## src/rtl/div_seq.sv

```systemverilog
// Radix-2 restoring divider for DIV/DIVU, one quotient bit per clock.
// Holds busy_o while iterating and presents {remainder, quotient} until start_i drops.
module div_seq #(
    parameter int DATA_W = 32,
    parameter int CNT_W  = 6
) (
    input  logic                  clk,
    input  logic                  rst,
    input  logic                  signed_div_i,
    input  logic [DATA_W-1:0]     opdata1_i,
    input  logic [DATA_W-1:0]     opdata2_i,
    input  logic                  start_i,
    input  logic                  annul_i,
    output logic [2*DATA_W-1:0]   result_o,
    output logic                  ready_o,
    output logic                  busy_o
);

    typedef enum logic [1:0] {
        FREE   = 2'b00,
        BYZERO = 2'b01,
        ON     = 2'b10,
        END    = 2'b11
    } state_t;

    localparam logic [CNT_W-1:0] LAST_CNT = CNT_W'(DATA_W);

    state_t              state;
    logic [CNT_W-1:0]    cnt;
    logic [DATA_W-1:0]   divisor;
    logic [DATA_W-1:0]   dividend;   // shifts out dividend bits, shifts in quotient bits
    logic [DATA_W-1:0]   partial;
    logic                sign1;
    logic                sign2;
    logic                signed_op;

    logic [DATA_W:0]     shifted;
    logic [DATA_W:0]     diff;
    logic [DATA_W-1:0]   abs1;
    logic [DATA_W-1:0]   abs2;
    logic [DATA_W-1:0]   quot_fix;
    logic [DATA_W-1:0]   rem_fix;

    // partial < divisor always holds, so the top bit of diff is a clean borrow flag.
    assign shifted  = {partial, dividend[DATA_W-1]};
    assign diff     = shifted - {1'b0, divisor};

    assign abs1     = (signed_div_i && opdata1_i[DATA_W-1]) ? (~opdata1_i + 1'b1) : opdata1_i;
    assign abs2     = (signed_div_i && opdata2_i[DATA_W-1]) ? (~opdata2_i + 1'b1) : opdata2_i;

    assign quot_fix = (signed_op && (sign1 ^ sign2)) ? (~dividend + 1'b1) : dividend;
    assign rem_fix  = (signed_op && sign1) ? (~partial + 1'b1) : partial;

    always_ff @(posedge clk) begin
        if (!rst) begin
            state     <= FREE;
            cnt       <= '0;
            divisor   <= '0;
            dividend  <= '0;
            partial   <= '0;
            sign1     <= 1'b0;
            sign2     <= 1'b0;
            signed_op <= 1'b0;
            result_o  <= '0;
            ready_o   <= 1'b0;
            busy_o    <= 1'b0;
        end else begin
            case (state)
                FREE: begin
                    ready_o  <= 1'b0;
                    result_o <= '0;
                    if (start_i && !annul_i) begin
                        busy_o <= 1'b1;
                        if (opdata2_i == '0) begin
                            state <= BYZERO;
                        end else begin
                            state     <= ON;
                            cnt       <= '0;
                            partial   <= '0;
                            dividend  <= abs1;
                            divisor   <= abs2;
                            signed_op <= signed_div_i;
                            sign1     <= signed_div_i & opdata1_i[DATA_W-1];
                            sign2     <= signed_div_i & opdata2_i[DATA_W-1];
                        end
                    end else begin
                        busy_o <= 1'b0;
                    end
                end

                BYZERO: begin
                    busy_o <= 1'b0;
                    if (annul_i) begin
                        state <= FREE;
                    end else begin
                        state    <= END;
                        result_o <= '0;
                        ready_o  <= 1'b1;
                    end
                end

                ON: begin
                    if (annul_i) begin
                        state  <= FREE;
                        cnt    <= '0;
                        busy_o <= 1'b0;
                    end else if (cnt < LAST_CNT) begin
                        partial  <= diff[DATA_W] ? shifted[DATA_W-1:0] : diff[DATA_W-1:0];
                        dividend <= {dividend[DATA_W-2:0], ~diff[DATA_W]};
                        cnt      <= cnt + 1'b1;
                    end else begin
                        result_o <= {rem_fix, quot_fix};
                        ready_o  <= 1'b1;
                        busy_o   <= 1'b0;
                        state    <= END;
                    end
                end

                END: begin
                    busy_o <= 1'b0;
                    if (!start_i) begin
                        state    <= FREE;
                        ready_o  <= 1'b0;
                        result_o <= '0;
                        cnt      <= '0;
                    end
                end

                default: begin
                    state    <= FREE;
                    ready_o  <= 1'b0;
                    busy_o   <= 1'b0;
                    result_o <= '0;
                end
            endcase
        end
    end

endmodule

```

## config.mk

```make
export PLATFORM = sky130hd
export DESIGN_NAME = div_seq
export DESIGN_NICKNAME = d
export VERILOG_FILES = /design/src/rtl/div_seq.sv
export SDC_FILE = /design/constraint.sdc
export NUM_CORES = 1
export LEC_CHECK = 0
export BUFFER_PORTS_ARGS = -buffer_cell sky130_fd_sc_hd__buf_4
export CAP_MARGIN = 30
export CORE_UTILIZATION = 26
export DETAILED_ROUTE_END_ITERATION = 6
export SKIP_CTS_REPAIR_TIMING = 1
export SLEW_MARGIN = 30
export SYNTH_ARGS = -nofsm -noshare
export SYNTH_HDL_FRONTEND = slang
export SYNTH_SLANG_ARGS = --single-unit
```

## constraint.sdc

```tcl
create_clock -name clk -period 3.6 [get_ports clk]
set_input_delay 0.54 -clock clk [delete_from_list [all_inputs] [get_ports clk]]
set_output_delay 0.54 -clock clk [all_outputs]
set_load 0.02 [all_outputs]
```

# [Yosys cells after proc, flatten, opt, wreduce, memory -nomap -nowiden]
# Index checks and enable logic that the tools add are counted.
[totals] regBits=173
[op_classes] n_addsub=6 mux=42 n_eq_ne=12 n_reduce_logical=16 n_lt_le_gt_ge=1 n_bitwise=9
[ops] cell="32-bit two-way mux" count=13
[ops] cell="64-bit two-way mux" count=4
[ops] cell="64-bit case mux with 4 select lines" count=1
[ops] cell="32-bit by 1-bit adder with 32-bit output (second input constant)" count=4
[ops] cell="32-bit NOT" count=4
[ops] cell="32-bit case mux with 2 select lines" count=2
[ops] cell="33-bit by 32-bit subtractor with 33-bit output" count=1
[ops] cell="32-bit logical NOT" count=1
[ops] cell="6-bit two-way mux" count=5
[ops] cell="6-bit case mux with 3 select lines" count=1
[ops] cell="2-bit inequality test (second input constant)" count=7
[ops] cell="2-bit two-way mux" count=6
[ops] cell="5-bit AND reduction" count=2
[ops] cell="2-bit case mux with 4 select lines" count=1
[ops] cell="1-bit two-way mux" count=7
[ops] cell="6-bit by 1-bit adder with 6-bit output (second input constant)" count=1
[ops] cell="6-bit < comparator (second input constant)" count=1
[ops] cell="3-bit inequality test (second input constant)" count=2
[ops] cell="3-bit AND reduction" count=2
[ops] cell="1-bit logical AND" count=5
[ops] cell="2-bit equality test (second input constant)" count=2
[ops] cell="1-bit case mux with 4 select lines" count=1
[ops] cell="4-bit AND reduction" count=1
[ops] cell="1-bit case mux with 3 select lines" count=1
[ops] cell="other kinds (9)" count=11

# [Depth between registers and ports, before layout]
[depth] ltp_word=6 ltp_mapped=14

# [Worst setup path after synthesis]
# No wires, ideal clock.
[synth_path] kind="input -> register" from="input port opdata2_i[17]" to="register cnt[3]" stages=11 setup_time_ns=0.147 setup_slack_ns=0.483 required_time_ns=3.453 t_arrival_ns=2.970 path_buffers=1 cell_sequence="or4_1 > or3_4 > nor4_4 > nand2_2 > or3_1 > buf_6 > and3_4 > o221a_4 > and4_4 > xnor2_2 > nor2_1"
[synth_between] elab_chain_len=3
[synth_lines] item="start, declared" line_no="11" rtl="input logic [DATA_W-1:0] opdata2_i,"
[synth_lines] item="32-bit logical NOT" line_no="74" rtl="if (opdata2_i == '0) begin"
[synth_lines] item="2-bit inequality test (no source line)"
[synth_lines] item="5-bit AND reduction (no source line)"
[synth_lines] item="end signal, assigned" line_no="110" rtl="cnt <= cnt + 1'b1;"
[synth_lines] item="end, declared" line_no="29" rtl="logic [CNT_W-1:0] cnt;"
# Every way passes these cells.
# A chain may end at the register's enable or synchronous reset.

# [Final worst setup path]
[layout_path] from="register dividend[31]" to="register dividend[0]"
[layout_between] elab_chain_len=5
[layout_lines] item="start, declared" line_no="31" rtl="logic [DATA_W-1:0] dividend;"
[layout_lines] item="start signal, assigned" line_no="80" rtl="dividend <= abs1;"
[layout_lines] item="start signal, assigned" line_no="109" rtl="dividend <= {dividend[DATA_W-2:0], ~diff[DATA_W]};"
[layout_lines] item="33-bit by 32-bit subtractor with 33-bit output" line_no="46" rtl="assign diff = shifted - {1'b0, divisor};"
[layout_lines] item="1-bit NOT" line_no="109"
[layout_lines] item="32-bit two-way mux" line_no="107" rtl="end else if (cnt < LAST_CNT) begin"
[layout_lines] item="32-bit two-way mux" line_no="103" rtl="if (annul_i) begin"
[layout_lines] item="32-bit case mux with 2 select lines" line_no="68" rtl="case (state)"
# Every way passes these cells. The select of a mux whose other input is x is not followed.

==> flow_summary.toml <==
[logic_synthesis]
ys_types = 69
syn_nets = 1539
ys_seq_elements = 173
yosysTopAreaCell = "dfxtp_1"
ys_top_cells_by_area = "dfxtp_1, nor2_1, xnor2_1"
yosysSeqAreaShare_pct = 31.8
postSynth.asyncResetShare_pct = 0
syn_area_um2 = 10900
postSynthCellCount = 1427
synth_top_area_share_pct = 31.8
yosysWarnings = 0
avgSynthCellArea_um2 = 7.64
synth_edf_count = 0
yosys_most_used_dff = "dfxtp_1"

[timing]
tightest_slew_ns = 0.961
fin_ws_ns = 0.258
setup_viol_count_final = 0
fin_crit_ns = 3.34
rsz0062_at_grt = "false"
hold_viol = 0
finalSetupTns_ns = 0
slew_viol_final = 0
timing.fmax_mhz = 299
finalCritPeriodShare_pct = 92.8
skew_ns = 0.0126
relSlewSlack_pct = 35.9
hold_ws_ns = 0.377

[clocking]
cts_made_buffers = 17
clock_sinks = 173
h-tree-depth = 4
clockBufferDepth = 2
cts_tree = "done"
clk_pin_slew_worst_paths_ns = 0.07
cts_root_buf = "clkbuf_16"
clock_latency_ns = 0.44

[global_route]
globalRouteMet2Util_pct = 22.9
antenna_found_initial = 2
met3_usage_pct = 3.09
grt_overflow = 0
grt_pass1_vias = 9467
grt_first_pass_wirelength_um = 51100
grt_max_degree = 93
grt.busiest_layer = "met2"
grt_util_all_layers_pct = 15.1
grt_util_met1_pct = 21.6

[floorplan]
core_area_um2 = 41100
io_pins = 135
initial_utilization_pct = 26.5
die_w_um = 207
rows = 74
die_area_um2 = 42700
die_h_um = 207

[drt]
viasPerCell = 4.90
dr_total_vias = 10200
drt-total-wl_um = 32200
antenna_left = 0
drt_iter0_drc = 697
drc = 6
firstDrtPassIters = 7
wl_per_cell_um = 15.6

[min_path]
min_to = "busy_o$_SDFFE_PN0N_"
min_from = "annul_i"
hold_class = "input pin to flip-flop"
hold_path_depth = 2

[placement]
place.port_buffers = 134
gp_congestion = 0.877
hpwl_um = 25400
dp_slack_ns = 0.175

[critical_path]
cp_slowest_stage_delay_ns = 0.40
start_kind = "flip-flop"
crit_path_max_fanout = 36
path_class = "flip-flop to flip-flop"
crit_required_ns = 3.95
r2r_slack_ns = 0.26
cp.arrival_ns = 3.69
r2r-start = "dividend[31]$_SDFFE_PN0P_"
reg2reg_depth = 13
reg2reg_to = "dividend[0]$_SDFFE_PN0P_"
end_kind = "flip-flop"
worst_path_max_delay_cell = "dfxtp_1"
worstPathCellList = "inv_1 > ha_1 > fa_1 > nand2b_1 > a21oi_1 > o211ai_1 > nand3_1 > o211ai_1 > o21ai_1 > xor2_4 > buf_12 > a211oi_1 > a211oi_1"

[status]
failed_checks = "design-rule violations"
status = "finished, violations left"

[layout]
area_delta_synth_final_pct = 20.6
drive_gt1_share_pct = 13.7
fin_util_pct = 32.0
antennaDiodeCount = 0
finalNetCount = 1640

[power]
p_leak_uw = 0.00524
ir_drop_uv = 361
powerDensity_nw_per_um2 = 567

[job]
drv_cap = 0
[Yosys cell counts (12+ instances only)]
cell and count:
a211oi_1 34, a21o_1 12, a21oi_1 121, a22oi_1 45
clkbuf_1 53, dfxtp_1 173, ha_1 42, inv_1 63
mux2i_1 35, nand2_1 165, nand2b_1 14, nand3_1 31
nor2_1 189, nor3_1 25, nor4_1 14, o21ai_0 97
o31ai_1 16, xnor2_1 77, xor2_1 71
[logic make-up (layout without fill, tap and decap cells)]
logic type,after synthesis,count (layout),share of synthesized area [%]
muxes,35,35,3.21
and+or+nand+nor,500,500,20.5
adders and majority gates,43,43,5.01
xor gates and xnor gates,150,150,12.2
buffers and inverters,136,250,5.07
DFF,173,173,31.8
AOI/OAI and AO/OA,390,390,22.3
[where the power goes]
part	total, uW	switching [uW]	internal [uW]
Sequential	2340	224	2120
Combinational	3150	1930	1220
Clock	1960	832	1120
Total	7450	2990	4460
[per-stage QoR]
step	instances	cell area [um2]	total power, uW
floorplan	1427	10900	4630
global placement	2039	12500	5410
detailed placement	2040	12500	5510
CTS	2072	13100	7480
global route	2073	13100	7960
finish	2073	13100	7450
[cell usage in the layout (no fill, tap or decap), types with 7 or more instances in the layout]
| master | instances |
|---|---|
| a21oi_1 | 121 |
| and2_1 | 7 |
| o21ai_1 | 8 |
| nor2_1 | 187 |
| nand4_1 | 8 |
| xnor2_1 | 77 |
| nor4_1 | 14 |
| dfxtp_1 | 173 |
| mux2i_1 | 35 |
| inv_1 | 62 |
| or3_1 | 9 |
| xor2_1 | 71 |
| a21o_1 | 12 |
| clkbuf_16 | 17 |
| or4_1 | 8 |
| nand2_1 | 165 |
| o21ai_0 | 97 |
| buf_4 | 148 |
| nand2b_1 | 14 |
| a22oi_1 | 45 |
| a211oi_1 | 34 |
| o31ai_1 | 16 |
| nor3_1 | 25 |
| o211ai_1 | 9 |
| nand3_1 | 30 |
| ha_1 | 41 |
| a31oi_1 | 8 |
[metal layers]
layer	routed length, um	share of wire (%)
met4	515	1.6
met2	14200	44
met5	31	0.096
met1	15800	49
met3	1670	5.2
[area by class of cell]
type,count,area (um2)
fillers,4405,28000
multi-input cells,1118,6920
repair buffers,154,1230
clock inverters,14,183
flip-flops and latches,173,3460
inverters,64,241
clock buffers,18,439
well taps,532,666
[critical path: cells and delay by family, from the launching register on]
kind / cells / cell delay [ns]
fa+ha+maj: 2 / 0.62
compound gates: 6 / 1.34
flops: 1 / 0.40
xor+xnor: 1 / 0.19
buf+inv: 2 / 0.35
simple gates: 2 / 0.34
[flip-flops by register name (all words and copies together), names as in the netlist, 2 cells and up]
| name | cells |
|---|---|
| cnt | 6 |
| dividend | 32 |
| divisor | 32 |
| partial | 32 |
| result_o | 64 |
| state | 2 |
[worst max-delay path by stage]
stage,from,to,depth (start not counted),slack [ns]
floorplan,opdata2_i[17],cnt[3]$_SDFFE_PN0P_,11,0.48
global placement,opdata2_i[17],cnt[3]$_SDFFE_PN0P_,11,0.22
global route,dividend[31]$_SDFFE_PN0P_,partial[16]$_SDFFE_PN0P_,13,0.04
CTS,dividend[31]$_SDFFE_PN0P_,partial[18]$_SDFFE_PN0P_,13,0.27
detailed placement,opdata2_i[17],partial[27]$_SDFFE_PN0P_,12,0.17
finish,dividend[31]$_SDFFE_PN0P_,dividend[0]$_SDFFE_PN0P_,13,0.26
(Power assumes the default switching activity.)
